**config.mk**
```make
export PLATFORM = sky130hd
export DESIGN_NAME = dpu_pipe_flat
export DESIGN_NICKNAME = d
export VERILOG_FILES = /design/src/rtl/dpu_pipe_if.sv /design/src/rtl/dpu_pipe.sv /design/src/flat_wrapper.sv
export SDC_FILE = /design/constraint.sdc
export NUM_CORES = 1
export LEC_CHECK = 0
export ABC_AREA = 1
export CORE_UTILIZATION = 56
export CTS_CLUSTER_DIAMETER = 60
export DETAILED_ROUTE_END_ITERATION = 8
export PLACE_DENSITY_LB_ADDON = 0.25
export SYNTH_ARGS = -nofsm -noshare
export SYNTH_HDL_FRONTEND = slang
export SYNTH_SLANG_ARGS = --single-unit
```
**constraint.sdc**
```tcl
create_clock -name clk -period 7.2 [get_ports clk]
set_clock_uncertainty 0.05 [all_clocks]
set_input_delay 0.72 -clock clk [delete_from_list [all_inputs] [get_ports clk]]
set_output_delay 0.72 -clock clk [all_outputs]
set_load 0.1 [all_outputs]
```
**src/rtl/dpu_pipe_if.sv**
```systemverilog
// Command and pixel channels of dpu_pipe: issue handshake from the sequencer,
// condition codes, and the valid/ready pixel stream to the video stage.
interface dpu_pipe_if #(
    parameter int DATA_W = 8,
    parameter int AW     = 4
);
    logic                  op_valid;
    logic                  op_ready;
    logic [3:0]            op_code;
    logic [AW-1:0]         a_sel;
    logic [AW-1:0]         b_sel;
    logic [AW-1:0]         r_sel;
    logic [DATA_W-1:0]     mem_data;
    logic [3:0]            cc;
    logic                  pix_valid;
    logic                  pix_ready;
    logic [3*DATA_W-1:0]   pix_data;

    modport master (
        output op_valid, op_code, a_sel, b_sel, r_sel, mem_data, pix_ready,
        input  op_ready, cc, pix_valid, pix_data
    );

    modport slave (
        input  op_valid, op_code, a_sel, b_sel, r_sel, mem_data, pix_ready,
        output op_ready, cc, pix_valid, pix_data
    );
endinterface

```
**src/rtl/dpu_pipe.sv**
```systemverilog
// Two-stage (issue/execute) graphics datapath with register file, flags and a
// 2-entry pixel buffer. Define DPU_FWD_EN to forward execute results to issue.
module dpu_pipe #(
    parameter int DATA_W    = 8,
    parameter int REG_DEPTH = 16,
    parameter int X_REG     = 9,
    parameter int Y_REG     = 10,
    parameter int C_REG     = 11,
    parameter int ONE_REG   = 12
) (
    input  logic      clk,
    input  logic      rst,
    dpu_pipe_if.slave bus
);
    localparam int AW  = $clog2(REG_DEPTH);
    localparam int PW  = 3 * DATA_W;
    localparam int MSB = DATA_W - 1;

`ifdef DPU_FWD_EN
    localparam bit FWD = 1'b1;
`else
    localparam bit FWD = 1'b0;
`endif

    typedef enum logic [3:0] {
        OP_ADD  = 4'd0,
        OP_SUB  = 4'd1,
        OP_AND  = 4'd2,
        OP_OR   = 4'd3,
        OP_XOR  = 4'd4,
        OP_NOT  = 4'd5,
        OP_SHL  = 4'd6,
        OP_SHR  = 4'd7,
        OP_LOAD = 4'd8,
        OP_EMIT = 4'd9,
        OP_MOV  = 4'd10
    } op_e;

    logic [DATA_W-1:0] regs_q [REG_DEPTH];
    logic [DATA_W-1:0] regs_d [REG_DEPTH];
    logic [DATA_W-1:0] rf_view [REG_DEPTH];
    logic [3:0]        cc_q, cc_d;

    logic              ex_valid_q, ex_valid_d;
    logic [3:0]        ex_op_q, ex_op_d;
    logic [DATA_W-1:0] ex_a_q, ex_a_d;
    logic [DATA_W-1:0] ex_b_q, ex_b_d;
    logic [AW-1:0]     ex_r_q, ex_r_d;
    logic [DATA_W-1:0] ex_mem_q, ex_mem_d;
    logic [PW-1:0]     ex_pix_q, ex_pix_d;

    logic [PW-1:0]     fifo_q [2];
    logic [PW-1:0]     fifo_d [2];
    logic              rd_ptr_q, rd_ptr_d;
    logic              wr_ptr_q, wr_ptr_d;
    logic [1:0]        cnt_q, cnt_d;

    logic [DATA_W:0]   add_full;
    logic [DATA_W-1:0] sub_res;
    logic [DATA_W-1:0] ex_res;
    logic              c_flag, v_flag;
    logic              ex_wr, ex_cc_upd, ex_emit;
    logic              reads_a, reads_b, reads_pix;
    logic              hazard, buf_busy, accept, push, pop;

    // ---------------- execute stage ----------------
    // NOTE: every variable written here gets a default first, so no latch is inferred.
    always_comb begin
        add_full  = {1'b0, ex_a_q} + {1'b0, ex_b_q};
        sub_res   = ex_a_q - ex_b_q;
        ex_res    = '0;
        c_flag    = 1'b0;
        v_flag    = 1'b0;
        ex_wr     = 1'b0;
        ex_cc_upd = 1'b0;
        ex_emit   = 1'b0;
        case (ex_op_q)
            OP_ADD: begin
                ex_res    = add_full[MSB:0];
                c_flag    = add_full[DATA_W];
                v_flag    = (ex_a_q[MSB] == ex_b_q[MSB]) && (add_full[MSB] != ex_a_q[MSB]);
                ex_wr     = 1'b1;
                ex_cc_upd = 1'b1;
            end
            OP_SUB: begin
                ex_res    = sub_res;
                c_flag    = ex_a_q < ex_b_q;
                v_flag    = (ex_a_q[MSB] != ex_b_q[MSB]) && (sub_res[MSB] != ex_a_q[MSB]);
                ex_wr     = 1'b1;
                ex_cc_upd = 1'b1;
            end
            OP_AND:  begin ex_res = ex_a_q & ex_b_q; ex_wr = 1'b1; ex_cc_upd = 1'b1; end
            OP_OR:   begin ex_res = ex_a_q | ex_b_q; ex_wr = 1'b1; ex_cc_upd = 1'b1; end
            OP_XOR:  begin ex_res = ex_a_q ^ ex_b_q; ex_wr = 1'b1; ex_cc_upd = 1'b1; end
            OP_NOT:  begin ex_res = ~ex_a_q;         ex_wr = 1'b1; ex_cc_upd = 1'b1; end
            OP_SHL: begin
                ex_res    = {ex_a_q[MSB-1:0], 1'b0};
                c_flag    = ex_a_q[MSB];
                ex_wr     = 1'b1;
                ex_cc_upd = 1'b1;
            end
            OP_SHR: begin
                ex_res    = {1'b0, ex_a_q[MSB:1]};
                c_flag    = ex_a_q[0];
                ex_wr     = 1'b1;
                ex_cc_upd = 1'b1;
            end
            OP_LOAD: begin ex_res = ex_mem_q; ex_wr = 1'b1; end
            OP_EMIT: ex_emit = 1'b1;
            OP_MOV:  begin ex_res = ex_a_q; ex_wr = 1'b1; ex_cc_upd = 1'b1; end
            default: ;
        endcase
        if (!ex_valid_q) begin
            ex_wr     = 1'b0;
            ex_cc_upd = 1'b0;
            ex_emit   = 1'b0;
        end
    end

    always_comb begin
        regs_d = regs_q;
        if (ex_wr) regs_d[ex_r_q] = ex_res;
        cc_d = ex_cc_upd ? {ex_res[MSB], ex_res == '0, c_flag, v_flag} : cc_q;
    end

    // ---------------- issue stage ----------------
    // Register file as seen by issue: the execute result overrides its target when forwarding.
    always_comb begin
        for (int i = 0; i < REG_DEPTH; i++) begin
            rf_view[i] = (FWD && ex_wr && ex_r_q == AW'(i)) ? ex_res : regs_q[i];
        end
    end

    always_comb begin
        reads_a   = 1'b0;
        reads_b   = 1'b0;
        reads_pix = 1'b0;
        case (bus.op_code)
            OP_ADD, OP_SUB, OP_AND, OP_OR, OP_XOR: begin reads_a = 1'b1; reads_b = 1'b1; end
            OP_NOT, OP_SHL, OP_SHR, OP_MOV:        reads_a = 1'b1;
            OP_EMIT:                               reads_pix = 1'b1;
            default: ;
        endcase
        hazard = !FWD && bus.op_valid && ex_wr &&
                 ((reads_a && ex_r_q == bus.a_sel) ||
                  (reads_b && ex_r_q == bus.b_sel) ||
                  (reads_pix && (ex_r_q == AW'(X_REG) || ex_r_q == AW'(Y_REG) ||
                                 ex_r_q == AW'(C_REG))));
        // The execute-stage EMIT already owns one buffer slot.
        buf_busy     = (cnt_q == 2'd2) || (cnt_q == 2'd1 && ex_emit);
        bus.op_ready = !buf_busy && !hazard;
        accept       = bus.op_valid && bus.op_ready;

        ex_valid_d = accept;
        ex_op_d    = ex_op_q;
        ex_a_d     = ex_a_q;
        ex_b_d     = ex_b_q;
        ex_r_d     = ex_r_q;
        ex_mem_d   = ex_mem_q;
        ex_pix_d   = ex_pix_q;
        if (accept) begin
            ex_op_d  = bus.op_code;
            ex_a_d   = rf_view[bus.a_sel];
            ex_b_d   = rf_view[bus.b_sel];
            ex_r_d   = bus.r_sel;
            ex_mem_d = bus.mem_data;
            ex_pix_d = {rf_view[X_REG], rf_view[Y_REG], rf_view[C_REG]};
        end
    end

    // ---------------- pixel buffer ----------------
    always_comb begin
        push     = ex_emit;
        pop      = bus.pix_valid && bus.pix_ready;
        fifo_d   = fifo_q;
        if (push) fifo_d[wr_ptr_q] = ex_pix_q;
        wr_ptr_d = wr_ptr_q ^ push;
        rd_ptr_d = rd_ptr_q ^ pop;
        cnt_d    = cnt_q;
        if (push && !pop)      cnt_d = cnt_q + 2'd1;
        else if (!push && pop) cnt_d = cnt_q - 2'd1;
    end

    assign bus.pix_valid = cnt_q != 2'd0;
    assign bus.pix_data  = fifo_q[rd_ptr_q];
    assign bus.cc        = cc_q;

    // NOTE: state updates use <= so every flop samples pre-edge values; the register file
    // and buffer storage are reset explicitly because ONE_REG and pix_data have reset values.
    always_ff @(posedge clk or posedge rst) begin
        if (rst) begin
            for (int i = 0; i < REG_DEPTH; i++) begin
                regs_q[i] <= (i == ONE_REG) ? DATA_W'(1) : '0;
            end
            cc_q       <= '0;
            ex_valid_q <= 1'b0;
            ex_op_q    <= '0;
            ex_a_q     <= '0;
            ex_b_q     <= '0;
            ex_r_q     <= '0;
            ex_mem_q   <= '0;
            ex_pix_q   <= '0;
            fifo_q[0]  <= '0;
            fifo_q[1]  <= '0;
            rd_ptr_q   <= 1'b0;
            wr_ptr_q   <= 1'b0;
            cnt_q      <= '0;
        end else begin
            regs_q     <= regs_d;
            cc_q       <= cc_d;
            ex_valid_q <= ex_valid_d;
            ex_op_q    <= ex_op_d;
            ex_a_q     <= ex_a_d;
            ex_b_q     <= ex_b_d;
            ex_r_q     <= ex_r_d;
            ex_mem_q   <= ex_mem_d;
            ex_pix_q   <= ex_pix_d;
            fifo_q     <= fifo_d;
            rd_ptr_q   <= rd_ptr_d;
            wr_ptr_q   <= wr_ptr_d;
            cnt_q      <= cnt_d;
        end
    end
endmodule
```
**src/flat_wrapper.sv**
```systemverilog
// flat-port wrapper written by rule: the top's interface ports become plain ports
module dpu_pipe_flat 
#(
    parameter int DATA_W    = 8,
    parameter int REG_DEPTH = 16,
    parameter int X_REG     = 9,
    parameter int Y_REG     = 10,
    parameter int C_REG     = 11,
    parameter int ONE_REG   = 12
)
  (clk, rst, bus_op_valid, bus_op_code, bus_a_sel, bus_b_sel, bus_r_sel, bus_mem_data, bus_pix_ready, bus_op_ready, bus_cc, bus_pix_valid, bus_pix_data);
  dpu_pipe_if #(.DATA_W(DATA_W)) bus_i ();
  input  logic clk;
  input  logic rst;
  input wire logic [$bits(bus_i.op_valid)-1:0] bus_op_valid;
  input wire logic [$bits(bus_i.op_code)-1:0] bus_op_code;
  input wire logic [$bits(bus_i.a_sel)-1:0] bus_a_sel;
  input wire logic [$bits(bus_i.b_sel)-1:0] bus_b_sel;
  input wire logic [$bits(bus_i.r_sel)-1:0] bus_r_sel;
  input wire logic [$bits(bus_i.mem_data)-1:0] bus_mem_data;
  input wire logic [$bits(bus_i.pix_ready)-1:0] bus_pix_ready;
  output wire logic [$bits(bus_i.op_ready)-1:0] bus_op_ready;
  output wire logic [$bits(bus_i.cc)-1:0] bus_cc;
  output wire logic [$bits(bus_i.pix_valid)-1:0] bus_pix_valid;
  output wire logic [$bits(bus_i.pix_data)-1:0] bus_pix_data;
  assign bus_i.op_valid = bus_op_valid;
  assign bus_i.op_code = bus_op_code;
  assign bus_i.a_sel = bus_a_sel;
  assign bus_i.b_sel = bus_b_sel;
  assign bus_i.r_sel = bus_r_sel;
  assign bus_i.mem_data = bus_mem_data;
  assign bus_i.pix_ready = bus_pix_ready;
  assign bus_op_ready = bus_i.op_ready;
  assign bus_cc = bus_i.cc;
  assign bus_pix_valid = bus_i.pix_valid;
  assign bus_pix_data = bus_i.pix_data;
  dpu_pipe #(.DATA_W(DATA_W), .REG_DEPTH(REG_DEPTH), .X_REG(X_REG), .Y_REG(Y_REG), .C_REG(C_REG), .ONE_REG(ONE_REG)) u_core (.clk(clk), .rst(rst), .bus(bus_i));
endmodule
```
Word level (Yosys, flattened, before mapping)
Index checks and enable logic that the tools add are counted.
- $lt $le $gt $ge: 8
- equality and inequality tests: 30
- multiplexer cells: 29
- reduce and logical (&&, ||, !) cells: 33
- add/subtract/negate cells: 4
- bitwise operators: 11
- operators by type and width (cell ; number):
    bitwise mux 128 bit ; 1
    2-to-1 mux 24 bit ; 4
    one-hot mux 8 bit (10 select lines) ; 1
    binary-select mux 8 bit (select 4 bit) ; 2
    bitwise mux 48 bit ; 1
    2-to-1 mux 8 bit ; 5
    demux 8 bit (select 4 bit) ; 1
    == test 4 x 3 -> 1 bit, second input constant ; 8
    == test 4 bit, second input constant ; 8
    demux 24 bit (select 1 bit) ; 1
    OR reduction 9 bit ; 2
    == test 4 x 2 -> 1 bit, second input constant ; 4
    greater-or-equal comparator 5 bit, second input constant ; 3
    logical AND 1 bit ; 15
    NOT 4 -> 5 bit ; 3
    OR reduction 10 bit ; 1
    adder 8 x 8 -> 9 bit ; 1
    2-to-1 mux 1 bit ; 9
    bitwise AND 8 bit ; 1
    == test 4 x 1 -> 1 bit, second input constant ; 2
    == test 4 bit ; 2
    zero test 4 bit ; 2
    zero test 8 bit ; 1
    < comparator 8 bit ; 1
    22 further kinds ; 36
- logic and storage cells: 144
- flip-flop bits (word level): 241
- input port bits: 28
- output and inout bits: 30

Depth between registers and ports, before layout
- word-level depth: 10
- gate-level depth with buffers: 17

Worst setup path before layout
OpenSTA, ideal clock, no wires.
- kind: reg-to-output
- from: reg u_core.rd_ptr_q
- to: out bus_pix_data[0]
- cell stages (with the launch flop): 3
- arrival: 2.699 ns
- slack: 3.731 ns
- buffers on the path: 1
- required time: 6.430 ns
- cells stage by stage: dfrtp_1 -> clkbuf_1 -> o21ai_0
- cells in the longest elaborated chain, start to end: 4
- ends and longest elaborated chain (item ; line ; text):
    start, declared ; dpu_pipe.sv:54 ; logic rd_ptr_q, rd_ptr_d;
    start signal, assigned ; dpu_pipe.sv:219 ; rd_ptr_q <= rd_ptr_d;
    NOT 1 -> 2 bit (not written as such) ; dpu_pipe.sv:185 ; assign bus.pix_data = fifo_q[rd_ptr_q];
    2-to-1 mux 24 bit (not written as such) (3 in series) ; dpu_pipe.sv:185 ;
    end, declared ; flat_wrapper.sv:25 ; output wire logic [$bits(bus_i.pix_data)-1:0] bus_pix_data;
Every way passes these cells. The select of a mux whose other input is x is not followed.

Final worst setup path
- from: in bus_b_sel[2]
- to: out bus_op_ready
- cells in the longest elaborated chain, start to end: 7
- ends and longest elaborated chain (item ; line ; text):
    start, declared ; flat_wrapper.sv:18 ; input wire logic [$bits(bus_i.b_sel)-1:0] bus_b_sel;
    == test 4 bit ; dpu_pipe.sv:146 ; (reads_b && ex_r_q == bus.b_sel) ||
    logical AND 1 bit ; dpu_pipe.sv:146 ;
    logical OR 1 bit ; dpu_pipe.sv:145 ; ((reads_a && ex_r_q == bus.a_sel) ||
    logical OR 1 bit ; dpu_pipe.sv:146 ;
    logical AND 1 bit ; dpu_pipe.sv:144 ; hazard = !FWD && bus.op_valid && ex_wr &&
    zero test 1 bit ; dpu_pipe.sv:151 ; bus.op_ready = !buf_busy && !hazard;
    logical AND 1 bit ; dpu_pipe.sv:151 ;
    end, declared ; flat_wrapper.sv:22 ; output wire logic [$bits(bus_i.op_ready)-1:0] bus_op_ready;
Every way passes these cells.

==> impl_metrics.py <==
metrics = {
    "timing": {
        "finalWorstSetupSlack_ps": 2390,
        "setup-violations-final": 0,
        "hold_viol_final": 0,
        "hold-worst-slack_ps": 431,
        "slew_headroom": 0.228,
        "finalMaxSlewViolations": 0,
        "fin_tns_setup_ps": 0,
        "worst_pin_slew_ps": 1160,
        "rsz0062_at_grt": "no",
        "max_freq_mhz": 208,
        "min_period_ps": 4810,
        "min_period_over_period": 0.668,
    },
    "finish": {
        "final_cells": 2228,
        "syn_to_final_growth_pct": 10.7,
        "num_antenna_cells": 0,
        "final_nets": 1954,
        "final_core_util": 0.640,
        "design_area_um2": 15200,
        "drive_above_1_share": 0.0644,
    },
    "placed_design": {
        "dpl_cell_area_um2": 14300,
        "pre_cts_slack_ps": 2520,
        "place.gp.congestion": 0.985,
        "dp.cells": 2183,
        "dp_hpwl_mm": 26.6,
        "io_buffers": 57,
    },
    "yosys": {
        "avgSynthCellArea_um2": 7.24,
        "synth_ff_type": "dfrtp_1",
        "ys_seq_elements": 241,
        "yosys.cell_count.top_type": "nand2_1",
        "syn_area_um2": 13700,
        "yosys-top-cells-area": "dfrtp_1, nand2_1, o21ai_0",
        "synth_edf_count": 0,
        "ys_warn_count": 0,
        "synth_nets": 1955,
        "yosysTopAreaCellShare": 0.438,
        "synthArstFlopShare": 1.00,
        "synth_area_leader_cell": "dfrtp_1",
        "synthTopCellsByCount": "nand2_1, dfrtp_1, o21ai_0",
        "yosysSeqAreaShare": 0.440,
        "synth.distinct_cells": 38,
        "syn-instance-count": 1894,
    },
    "worst_setup_path": {
        "end_kind": "primary output",
        "r2r_cells": 12,
        "endpoint": "bus_op_ready",
        "critPathMaxFanout": 24,
        "crit_arrival_ps": 4040,
        "cp_slowest_stage_delay_ps": 1120,
        "path_cells": "clkdlybuf4s50_1, inv_1, o22ai_1, nor2_1, nand3_1, nand3_1, nand2_1, nand2_1, inv_1, clkdlybuf4s50_1",
        "cp_slowest_cell": "clkdlybuf4s50_1",
        "crit_type": "in -> out",
        "r2r_start": "u_core.ex_a_q[2]$_DFFE_PP0P_",
        "rrSetupSlack_ps": 4230,
        "start_kind": "input pin",
        "cp.required_ps": 6430,
        "r2r-end": "u_core.bus.cc[2]$_DFFE_PP0P_",
        "cp-startpoint": "bus_b_sel[2]",
    },
    "power": {
        "internal_power_mw": 3.46,
        "vdd_drop_max_v": 0.000295,
        "clkPwrFrac": 0.203,
        "powerDensity_nw_per_um2": 440,
        "p_comb_frac": 0.455,
        "seqPwrFrac": 0.341,
        "p_leak_nw": 7.35,
        "netSwitchingPower_mw": 3.23,
        "power_mw": 6.69,
        "p_sw_frac": 0.483,
    },
    "floorplan": {
        "coreArea_um2": 23800,
        "dieWidth_um": 159,
        "std_cell_rows": 56,
        "initial_core_util": 0.577,
        "die_h_um": 159,
        "ios": 58,
        "dieArea_um2": 25100,
    },
    "clock_tree": {
        "cts.repair.resized": 0,
        "clk_pin_slew_worst_paths_ps": 50,
        "tritoncts": "done",
        "clock-sinks": 241,
        "ctsRootBufferMaster": "clkbuf_16",
        "ctsHoldBuffers": 0,
        "h-tree-depth": 1,
        "numCtsBuffers": 27,
        "insertion_delay_ps": 540,
        "post-cts-setup-buffers": 0,
        "clk_path_buf_depth": 3,
    },
    "route": {
        "drt-wirelength-per-cell_um": 17.9,
        "viasPerCell": 5.71,
        "drt-total-wl_mm": 39.9,
        "drtAntennaViolNets": 0,
        "firstDrtPassIters": 6,
        "drtIter0Drc": 1456,
        "vias": 12700,
        "remaining_drc_errors": 0,
    },
    "global_route": {
        "grt_use_total": 0.325,
        "grt_pass1_vias": 11600,
        "grt_antenna_before_repair": 0,
        "grt.overflow.total": 0,
        "grt_max_degree": 141,
        "grt_pass1_wl_mm": 62.7,
    },
    "job": {
        "max_cap_viol_count": 0,
    },
    "run_status": {
        "status": "completed",
    },
    "min_path": {
        "worstHoldPathType": "reg -> reg",
    },
}
logic make-up (layout without fill, tap and decap cells):
logic type      after synthesis  count (layout)  share of synthesized area
mux                          24              24                     0.0197
flops                       241             241                      0.440
simple gates               1017            1017                      0.303
xor+xnor                      7               7                    0.00447
fa+ha+maj                    33              33                     0.0312
buf+inv                     250             265                     0.0745
compound gates              322             322                      0.128
per-layer routing:
| layer | GRT usage | wire (um) | vias to the layer above |
|---|---|---|---|
| met5 | 0 | 0 | - |
| met4 | 0.150 | 1880 | 0 |
| met3 | 0.0460 | 3140 | 138 |
| met2 | 0.498 | 17600 | 580 |
| met1 | 0.457 | 17300 | 5921 |
| li1 | - | - | 6078 |
critical path, delay by kind of cell:
kind,cells,cell delay (ps)
AOI/OAI and AO/OA,1,300
and+or+nand+nor,5,450
buffers and inverters,4,2540
final cells by class:
cell class | count | area (um2)
Multi-Input combinational cell | 1403 | 6660
Timing Repair Buffer | 67 | 648
Tap cell | 319 | 399
Clock inverter | 6 | 90.1
Clock buffer | 39 | 781
Fill cell | 2100 | 8560
Inverter | 153 | 578
Sequential cell | 241 | 6030
power groups by stage:
stage               registers, mW  logic [mW]  clock network [mW]
finish                       2.28        3.04                1.36
global route                 2.33        3.33                1.42
CTS                          2.26        3.00                1.38
detailed placement           2.28        2.99                   0
global placement             2.27        2.93                   0
floorplan                    2.16        2.19                   0
how the worst min path moves through the flow:
stage	startpoint	endpoint	slack (ps)	cells past startpoint
global route	u_core.regs_q[43]$_DFFE_PP0P_	u_core.regs_q[43]$_DFFE_PP0P_	460	2
CTS	u_core.regs_q[51]$_DFFE_PP0P_	u_core.regs_q[51]$_DFFE_PP0P_	440	2
floorplan	u_core.ex_mem_q[0]$_DFFE_PP0P_	u_core.ex_mem_q[0]$_DFFE_PP0P_	400	2
detailed placement	u_core.ex_mem_q[0]$_DFFE_PP0P_	u_core.ex_mem_q[0]$_DFFE_PP0P_	420	2
global placement	u_core.bus.cc[1]$_DFFE_PP0P_	u_core.bus.cc[1]$_DFFE_PP0P_	410	2
finish	u_core.bus.cc[1]$_DFFE_PP0P_	u_core.bus.cc[1]$_DFFE_PP0P_	430	2
state kept, by name (all words and copies together) (netlist names), 2 cells and up:
| name | flops |
|---|---|
| u_core.fifo_q | 48 |
| u_core.ex_pix_q | 24 |
| u_core.ex_op_q | 4 |
| u_core.cnt_q | 2 |
| u_core.ex_a_q | 8 |
| u_core.ex_b_q | 8 |
| u_core.ex_r_q | 4 |
| u_core.bus.cc | 4 |
| u_core.regs_q | 128 |
| u_core.ex_mem_q | 8 |
layout by cell type, fill, tap and decap left out, types with 4 or more instances in the layout:
cell type        count
clkbuf_1             6
nand2_2              4
nor2_2               9
xnor2_1              6
a31oi_1              9
nand3_2              7
nor2_4               5
ha_1                31
nand4_1              7
inv_2               17
o211ai_1            15
dfrtp_1            240
clkbuf_8             6
o21ai_0            157
clkbuf_16           27
nand2_1            769
nor2_1              80
buf_4                9
mux2_2              24
o31ai_1             32
o21ai_1              7
a21oi_1             98
clkdlybuf4s50_1     55
nand3_1            129
inv_1              135
No activity file was read; power rests on OpenSTA's default activity.
